File: src/rtl/axi4_lite_master_write_engine_pkg.sv
// Shared AXI4-Lite widths, response codes and write-engine FSM states.
// Also provides the timer width helper used by the response timer.
package Axi4LiteGlobalsPkg;

    localparam int ADDRESS_WIDTH = 32;
    localparam int DATA_WIDTH    = 32;

    typedef enum logic [1:0] {
        OKAY   = 2'd0,
        EXOKAY = 2'd1,
        SLVERR = 2'd2,
        DECERR = 2'd3
    } resp_t;

    typedef enum logic [2:0] {
        IDLE      = 3'd0,
        ADDR_DATA = 3'd1,
        WAIT_RESP = 3'd2,
        RSP_OUT   = 3'd3,
        DRAIN     = 3'd4
    } wr_state_t;

    // A disabled timer (0 cycles) still needs a 1-bit counter.
    function automatic int timer_width(input int cycles);
        return (cycles > 0) ? $clog2(cycles + 1) : 1;
    endfunction

endpackage

File: src/rtl/axi4_lite_master_write_engine_resp_timer.sv
// Saturating B-channel wait timer for the write engine.
// expired flags the last permitted wait cycle; 0 cycles disables it.
module axi4_lite_resp_timer
    import Axi4LiteGlobalsPkg::*;
#(
    parameter int TIMEOUT_CYCLES = 256
) (
    input  logic aclk,
    input  logic aresetn,
    input  logic clear,
    input  logic enable,
    output logic expired
);

    localparam int CW = timer_width(TIMEOUT_CYCLES);
    localparam logic [CW-1:0] LIMIT = CW'(TIMEOUT_CYCLES);
    localparam logic [CW-1:0] LAST  = CW'(TIMEOUT_CYCLES - 1);

    logic [CW-1:0] count;

    always_ff @(posedge aclk or negedge aresetn) begin
        if (!aresetn) begin
            count <= '0;
        end else if (clear) begin
            count <= '0;
        end else if (enable && (count != LIMIT)) begin
            count <= count + 1'b1;
        end
    end

    assign expired = (TIMEOUT_CYCLES != 0) && (count == LAST);

endmodule

File: src/rtl/axi4_lite_master_write_engine.sv
// AXI4-Lite single-outstanding write initiator with B-channel timeout.
// Local command in, AW/W out, B in, local response out.
module axi4_lite_master_write_engine #(
    parameter int ADDRESS_WIDTH  = Axi4LiteGlobalsPkg::ADDRESS_WIDTH,
    parameter int DATA_WIDTH     = Axi4LiteGlobalsPkg::DATA_WIDTH,
    parameter int TIMEOUT_CYCLES = 256
) (
    input  logic                      aclk,
    input  logic                      aresetn,
    input  logic                      cmd_valid,
    output logic                      cmd_ready,
    input  logic [ADDRESS_WIDTH-1:0]  cmd_addr,
    input  logic [DATA_WIDTH-1:0]     cmd_data,
    input  logic [DATA_WIDTH/8-1:0]   cmd_strb,
    input  logic [2:0]                cmd_prot,
    output logic                      rsp_valid,
    input  logic                      rsp_ready,
    output logic [1:0]                rsp_resp,
    output logic                      rsp_timeout,
    output logic [ADDRESS_WIDTH-1:0]  awaddr,
    output logic [2:0]                awprot,
    output logic                      awvalid,
    input  logic                      awready,
    output logic [DATA_WIDTH-1:0]     wdata,
    output logic [DATA_WIDTH/8-1:0]   wstrb,
    output logic                      wvalid,
    input  logic                      wready,
    input  logic [1:0]                bresp,
    input  logic                      bvalid,
    output logic                      bready
);

    import Axi4LiteGlobalsPkg::*;

    localparam int SW = DATA_WIDTH / 8;

    wr_state_t state;
    wr_state_t state_d;

    logic                     live;
    logic                     aw_done;
    logic                     w_done;
    logic                     stale_b;
    logic [ADDRESS_WIDTH-1:0] addr_q;
    logic [DATA_WIDTH-1:0]    data_q;
    logic [SW-1:0]            strb_q;
    logic [2:0]               prot_q;
    logic [1:0]               resp_q;
    logic                     timeout_q;

    logic accept;
    logic aw_hs;
    logic w_hs;
    logic both_done;
    logic tmr_clear;
    logic tmr_enable;
    logic tmr_expired;

    assign accept    = cmd_valid & cmd_ready;
    assign aw_hs     = awvalid & awready;
    assign w_hs      = wvalid & wready;
    assign both_done = (aw_done | aw_hs) & (w_done | w_hs);

    assign tmr_clear  = (state != WAIT_RESP);
    assign tmr_enable = (state == WAIT_RESP) & ~bvalid;

    axi4_lite_resp_timer #(
        .TIMEOUT_CYCLES(TIMEOUT_CYCLES)
    ) u_timer (
        .aclk    (aclk),
        .aresetn (aresetn),
        .clear   (tmr_clear),
        .enable  (tmr_enable),
        .expired (tmr_expired)
    );

    always_ff @(posedge aclk or negedge aresetn) begin
        if (!aresetn) begin
            state <= IDLE;
        end else begin
            state <= state_d;
        end
    end

    always_comb begin
        state_d = state;
        unique case (state)
            IDLE: begin
                if (accept) state_d = ADDR_DATA;
            end
            ADDR_DATA: begin
                if (both_done) state_d = WAIT_RESP;
            end
            WAIT_RESP: begin
                if (bvalid || tmr_expired) state_d = RSP_OUT;
            end
            RSP_OUT: begin
                if (rsp_ready) state_d = stale_b ? DRAIN : IDLE;
            end
            DRAIN: begin
                if (bvalid) state_d = IDLE;
            end
            default: state_d = IDLE;
        endcase
    end

    // cmd_ready is held low until the first edge after reset release.
    always_comb begin
        cmd_ready = 1'b0;
        awvalid   = 1'b0;
        wvalid    = 1'b0;
        bready    = 1'b0;
        rsp_valid = 1'b0;
        unique case (state)
            IDLE:      cmd_ready = live;
            ADDR_DATA: begin
                awvalid = ~aw_done;
                wvalid  = ~w_done;
            end
            WAIT_RESP: bready    = 1'b1;
            RSP_OUT:   rsp_valid = 1'b1;
            DRAIN:     bready    = 1'b1;
            default: ;
        endcase
    end

    always_ff @(posedge aclk or negedge aresetn) begin
        if (!aresetn) begin
            live      <= 1'b0;
            aw_done   <= 1'b0;
            w_done    <= 1'b0;
            stale_b   <= 1'b0;
            addr_q    <= '0;
            data_q    <= '0;
            strb_q    <= '0;
            prot_q    <= '0;
            resp_q    <= '0;
            timeout_q <= 1'b0;
        end else begin
            live <= 1'b1;
            if (accept) begin
                addr_q <= cmd_addr;
                data_q <= cmd_data;
                strb_q <= cmd_strb;
                prot_q <= cmd_prot;
            end
            if (state == ADDR_DATA) begin
                aw_done <= aw_done | aw_hs;
                w_done  <= w_done | w_hs;
            end else begin
                aw_done <= 1'b0;
                w_done  <= 1'b0;
            end
            // A B beat on the expiry cycle wins over the timeout.
            if (state == WAIT_RESP) begin
                if (bvalid) begin
                    resp_q    <= bresp;
                    timeout_q <= 1'b0;
                end else if (tmr_expired) begin
                    resp_q    <= SLVERR;
                    timeout_q <= 1'b1;
                    stale_b   <= 1'b1;
                end
            end
            if ((state == DRAIN) && bvalid) begin
                stale_b <= 1'b0;
            end
        end
    end

    assign awaddr      = addr_q;
    assign awprot      = prot_q;
    assign wdata       = data_q;
    assign wstrb       = strb_q;
    assign rsp_resp    = resp_q;
    assign rsp_timeout = timeout_q;

endmodule
File: config.mk
export PLATFORM = sky130hd
export DESIGN_NAME = axi4_lite_master_write_engine
export DESIGN_NICKNAME = d
export VERILOG_FILES = /design/src/rtl/axi4_lite_master_write_engine_pkg.sv /design/src/rtl/axi4_lite_master_write_engine_resp_timer.sv /design/src/rtl/axi4_lite_master_write_engine.sv
export SDC_FILE = /design/constraint.sdc
export NUM_CORES = 1
export LEC_CHECK = 0
export BUFFER_PORTS_ARGS = -buffer_cell sky130_fd_sc_hd__buf_2
export CAP_MARGIN = 20
export CORE_MARGIN = 8
export CORE_UTILIZATION = 43
export DETAILED_ROUTE_END_ITERATION = 8
export HOLD_SLACK_MARGIN = 0.08
export PLACE_DENSITY = 0.81
export SYNTH_ARGS = -nofsm -noshare
export SYNTH_HDL_FRONTEND = slang
export SYNTH_HIERARCHICAL = 1
export SYNTH_SLANG_ARGS = --single-unit
File: constraint.sdc
create_clock -name aclk -period 2.16 [get_ports aclk]
set_clock_uncertainty 0.15 [all_clocks]
set_input_delay 0.216 -clock aclk [delete_from_list [all_inputs] [get_ports aclk]]
set_output_delay 0.216 -clock aclk [all_outputs]
set_load 0.02 [all_outputs]
==> impl_results.md <==
* Num CTS Buffers at 9
* # IOs at about 160
* Pwr dens at 1290 nW/um2
* Final Cell Area at 5630 um2
* DR vias/cell at 4.86
* Fill cell count at around 630
* Global route overflow at 0
* Tot GR Track Use at 18.0%
* Sequential power share at about two fifths
* Clock transition at the registers of the reported paths at ~0.090 ns
* Post-layout net count at slightly below 600
* M1 WL at just over 4000 um
* Layout area overhead at 50.4%
* Uppermost routed layer: met4
* Met2 WL post-DR at 5750 um
* Seq. cell area at 2250 um2
* Tightest Pin Transition at between 0.6 and 0.7 ns
* Number of port buffers at 158
* Worst path required time at approximately 1.8 ns
* Internal at roughly 0.0044 W
* Status: completed
* Initial Utilization at roughly 44%
* Placed cell area at between 4000 and 5000 um2
* Detailed Route Iter0 Violations at ~120
* DRC at 0
* Root buf cell: clkbuf_8
* Fin worst setup slack at between 0.15 and 0.2 ns
* DR WL/cell at between 15 and 20 um
* Cell count of the worst reg-to-reg path at 6
* Switching pwr at 0.00285 W
* Largest net degree at the start of global routing at between 50 and 60
* Crit path launch type: flip-flop
* Pre-CTS setup slack at around 0.032 ns
* Initial antenna violation count at 0
* Syn_area_per_cell at roughly 14 um2
* Vias in the first global route at 3,255
* Critical path endpoint category: output port
* Critical path arrival at 1.60 ns
* Synth warn at 6
* Slew HR at 59.9%
* Final min period at just under 2 ns
* Sequential area share after synthesis at between 60% and 70%
* Post-route ant nets at 0
* Final setup violating endpoints at 0
* Site row count at 34
* Sink Count at 90
* Reg2Reg Setup Slack at ~0.2 ns
* Core area at approximately 8600 um2
* Die Wd at about 110 um
* First-pass GRT wire length at 16,700 um
* Max Clock Freq at 0.508 GHz
* Post-Synthesis Cells at roughly 260
* Syn_nets at roughly 340
* Die area at about 12,000 um2
* DR vias at 2,999
* Multi-input logic area at around 1400 um2
* Die Y at around 110 um
* Crit path max fanout at 6
* Mapped cell area at between 3000 and 4000 um2
* Setup TNS at 0 ns
* Sw Ratio at about two fifths
* Reg-to-Reg Start: state[0]
* H-tree Lvls at 3
* Share of cells above drive strength 1 at 51.2%
* PnR Total Power at 0.00726 W
* Drt pass-1 iters at 4
* Worst-skew pair later-pin latency at between 0.3 and 0.4 ns
* Pins Over Slew Limit at 0
* Clock Path Buffers at 2
* FF-to-FF End: u_timer/count[7]
* Post-CTS setup buffer count at 0
* LEAKAGE at between 2 and 3 nW
* WS Path Type: flip-flop to output port
* Logic pwr share at between 40% and 50%
* Hold Fails Final Rpt at 0
* Post-DP HPWL at 6790 um
* Synth unique cells at 36
* Routed WL at about 11,000 um
* Max VDD drop at roughly 0.00055 V
* Clock power frac at between 10% and 20%
* Synthesis-stage register bit count at 90
* WHS at between 0.2 and 0.25 ns
* Max-cap viol count at 0
* CTS tree: built
* Period utilization at 91.1%
* Unrepaired setup endpoints after global routing: no
* Met3 wire len at a little over 700 um
* Routability congestion estimate at a little under 0.8
* HP Class: input port to async pin
## layout by cell type (no fill, tap or decap), drive strengths merged
cell and n:
clkbuf 12, nor3b 1, xnor2 1, dfrtp 90, nor4b 2, ha 3
a311oi 1, nand2b 3, nand2 11, clkinv 2, and2 2, mux2 72
a311o 1, xor2 2, conb 1, bufinv 1, diode 1, a31oi 1
mux2i 1, clkinvlp 1, o22ai 1, inv 8, dlygate4sd3 78, o21ai 8
a2bb2oi 1, nor4 1, nand4 4, o41ai 1, nor2 16, or3 4
a21oi 6, buf 165, nor2b 1, a32o 2, nand3 4
## what timing repair did
action                     CTS  global route
gates resized for setup      0             3
hold endpoints to repair   117             0
setup endpoints to repair    0             7
hold buffers                78             0
## state kept, by name (all words and copies together), names as in the netlist
name	cells
rsp_timeout	1
u_timer/count	9
state	3
stale_b	1
aw_done	1
wstrb	4
awaddr	32
live	1
w_done	1
awprot	3
wdata	32
rsp_resp	2
## synthesized netlist by cell type
master	count	area share [%]
o41ai_1	1	0.23
a31oi_2	1	0.33
a21oi_1	6	0.80
xnor2_1	1	0.23
nand4_1	3	0.50
nand2_1	10	1.0
o21ai_0	8	1.1
nor2_1	16	1.6
dfrtp_1	90	60
a311oi_1	1	0.23
clkbuf_1	3	0.30
buf_2	1	0.13
nand4_2	1	0.33
mux2i_1	1	0.27
mux2_4	11	4.4
nor2b_1	1	0.17
nor4_4	1	0.57
inv_1	8	0.80
buf_4	1	0.20
nor4b_4	1	0.63
o22ai_1	1	0.17
a32o_1	2	0.53
xor2_1	2	0.47
nand3_1	4	0.53
nor4b_1	1	0.23
nor3b_1	1	0.20
ha_1	3	1.0
mux2_2	61	18
nand2b_1	3	0.50
conb_1	1	0.10
nand2_4	1	0.30
a2bb2oi_1	1	0.23
a311o_2	1	0.30
or3_1	4	0.67
buf_6	7	2.1
and2_1	2	0.33
## per-layer routing
layer / GRT usage (%) / up-vias
met5: 0 / -
met4: 6.27 / 0
met3: 3.99 / 11
met2: 33.4 / 97
met1: 19.6 / 1501
li1: - / 1390
## power by group through the flow
stage	clock, W	combinational (W)	sequential (W)
final	0.00115	0.00329	0.00282
after global routing	0.00126	0.00350	0.00291
after CTS	0.00119	0.00328	0.00280
after detailed placement	0	0.00316	0.00283
after global placement	0	0.00309	0.00277
after floorplan	0	0.00118	0.00367
## cell families after synthesis
logic type      Yosys count  share of synthesized area, %
simple gates             49                          7.58
xor+xnor                  3                         0.702
other cells               1                         0.100
mux                      73                          23.0
compound gates           22                          3.91
fa+ha+maj                 3                          1.00
flops                    90                          60.1
buf+inv                  20                          3.54
## worst max path at each step
stage | from | to | slack (ns) | cells past startpoint
after floorplan | state[0] | u_timer/count[0] | 0.11 | 7
final | state[2] | awvalid | 0.19 | 5
after CTS | state[0] | u_timer/count[7] | 0.02 | 6
after global placement | state[0] | u_timer/count[0] | 0.14 | 6
after global routing | state[0] | u_timer/count[7] | 0.03 | 6
after detailed placement | state[0] | u_timer/count[7] | 0.03 | 6
## worst max-delay path, cell delays in order (launching register included)
cell and delay [ns]:
dfrtp_1 0.47, buf_4 0.19, nor2b_2 0.19, nand2b_1 0.14, nor2_1 0.11, buf_2 0.17
## cell type report
class	count	area share, %
Multi-Input combinational cell	151	24.4
Timing Repair Buffer	243	29.1
Sequential cell	90	40.0
Inverter	8	0.533
Clock buffer	12	2.58
Tap cell	108	2.40
Antenna cell	1	0.0444
Clock inverter	4	0.911
## stage by stage
| step | std cells | util, % |
|---|---|---|
| after CTS | 616 | 65.4 |
| after floorplan | 261 | - |
| after global placement | 522 | 54.0 |
| after detailed placement | 522 | 54.0 |
| final | 617 | 65.5 |
| after global routing | 616 | 65.5 |
Power figures use the tool's default switching activity.
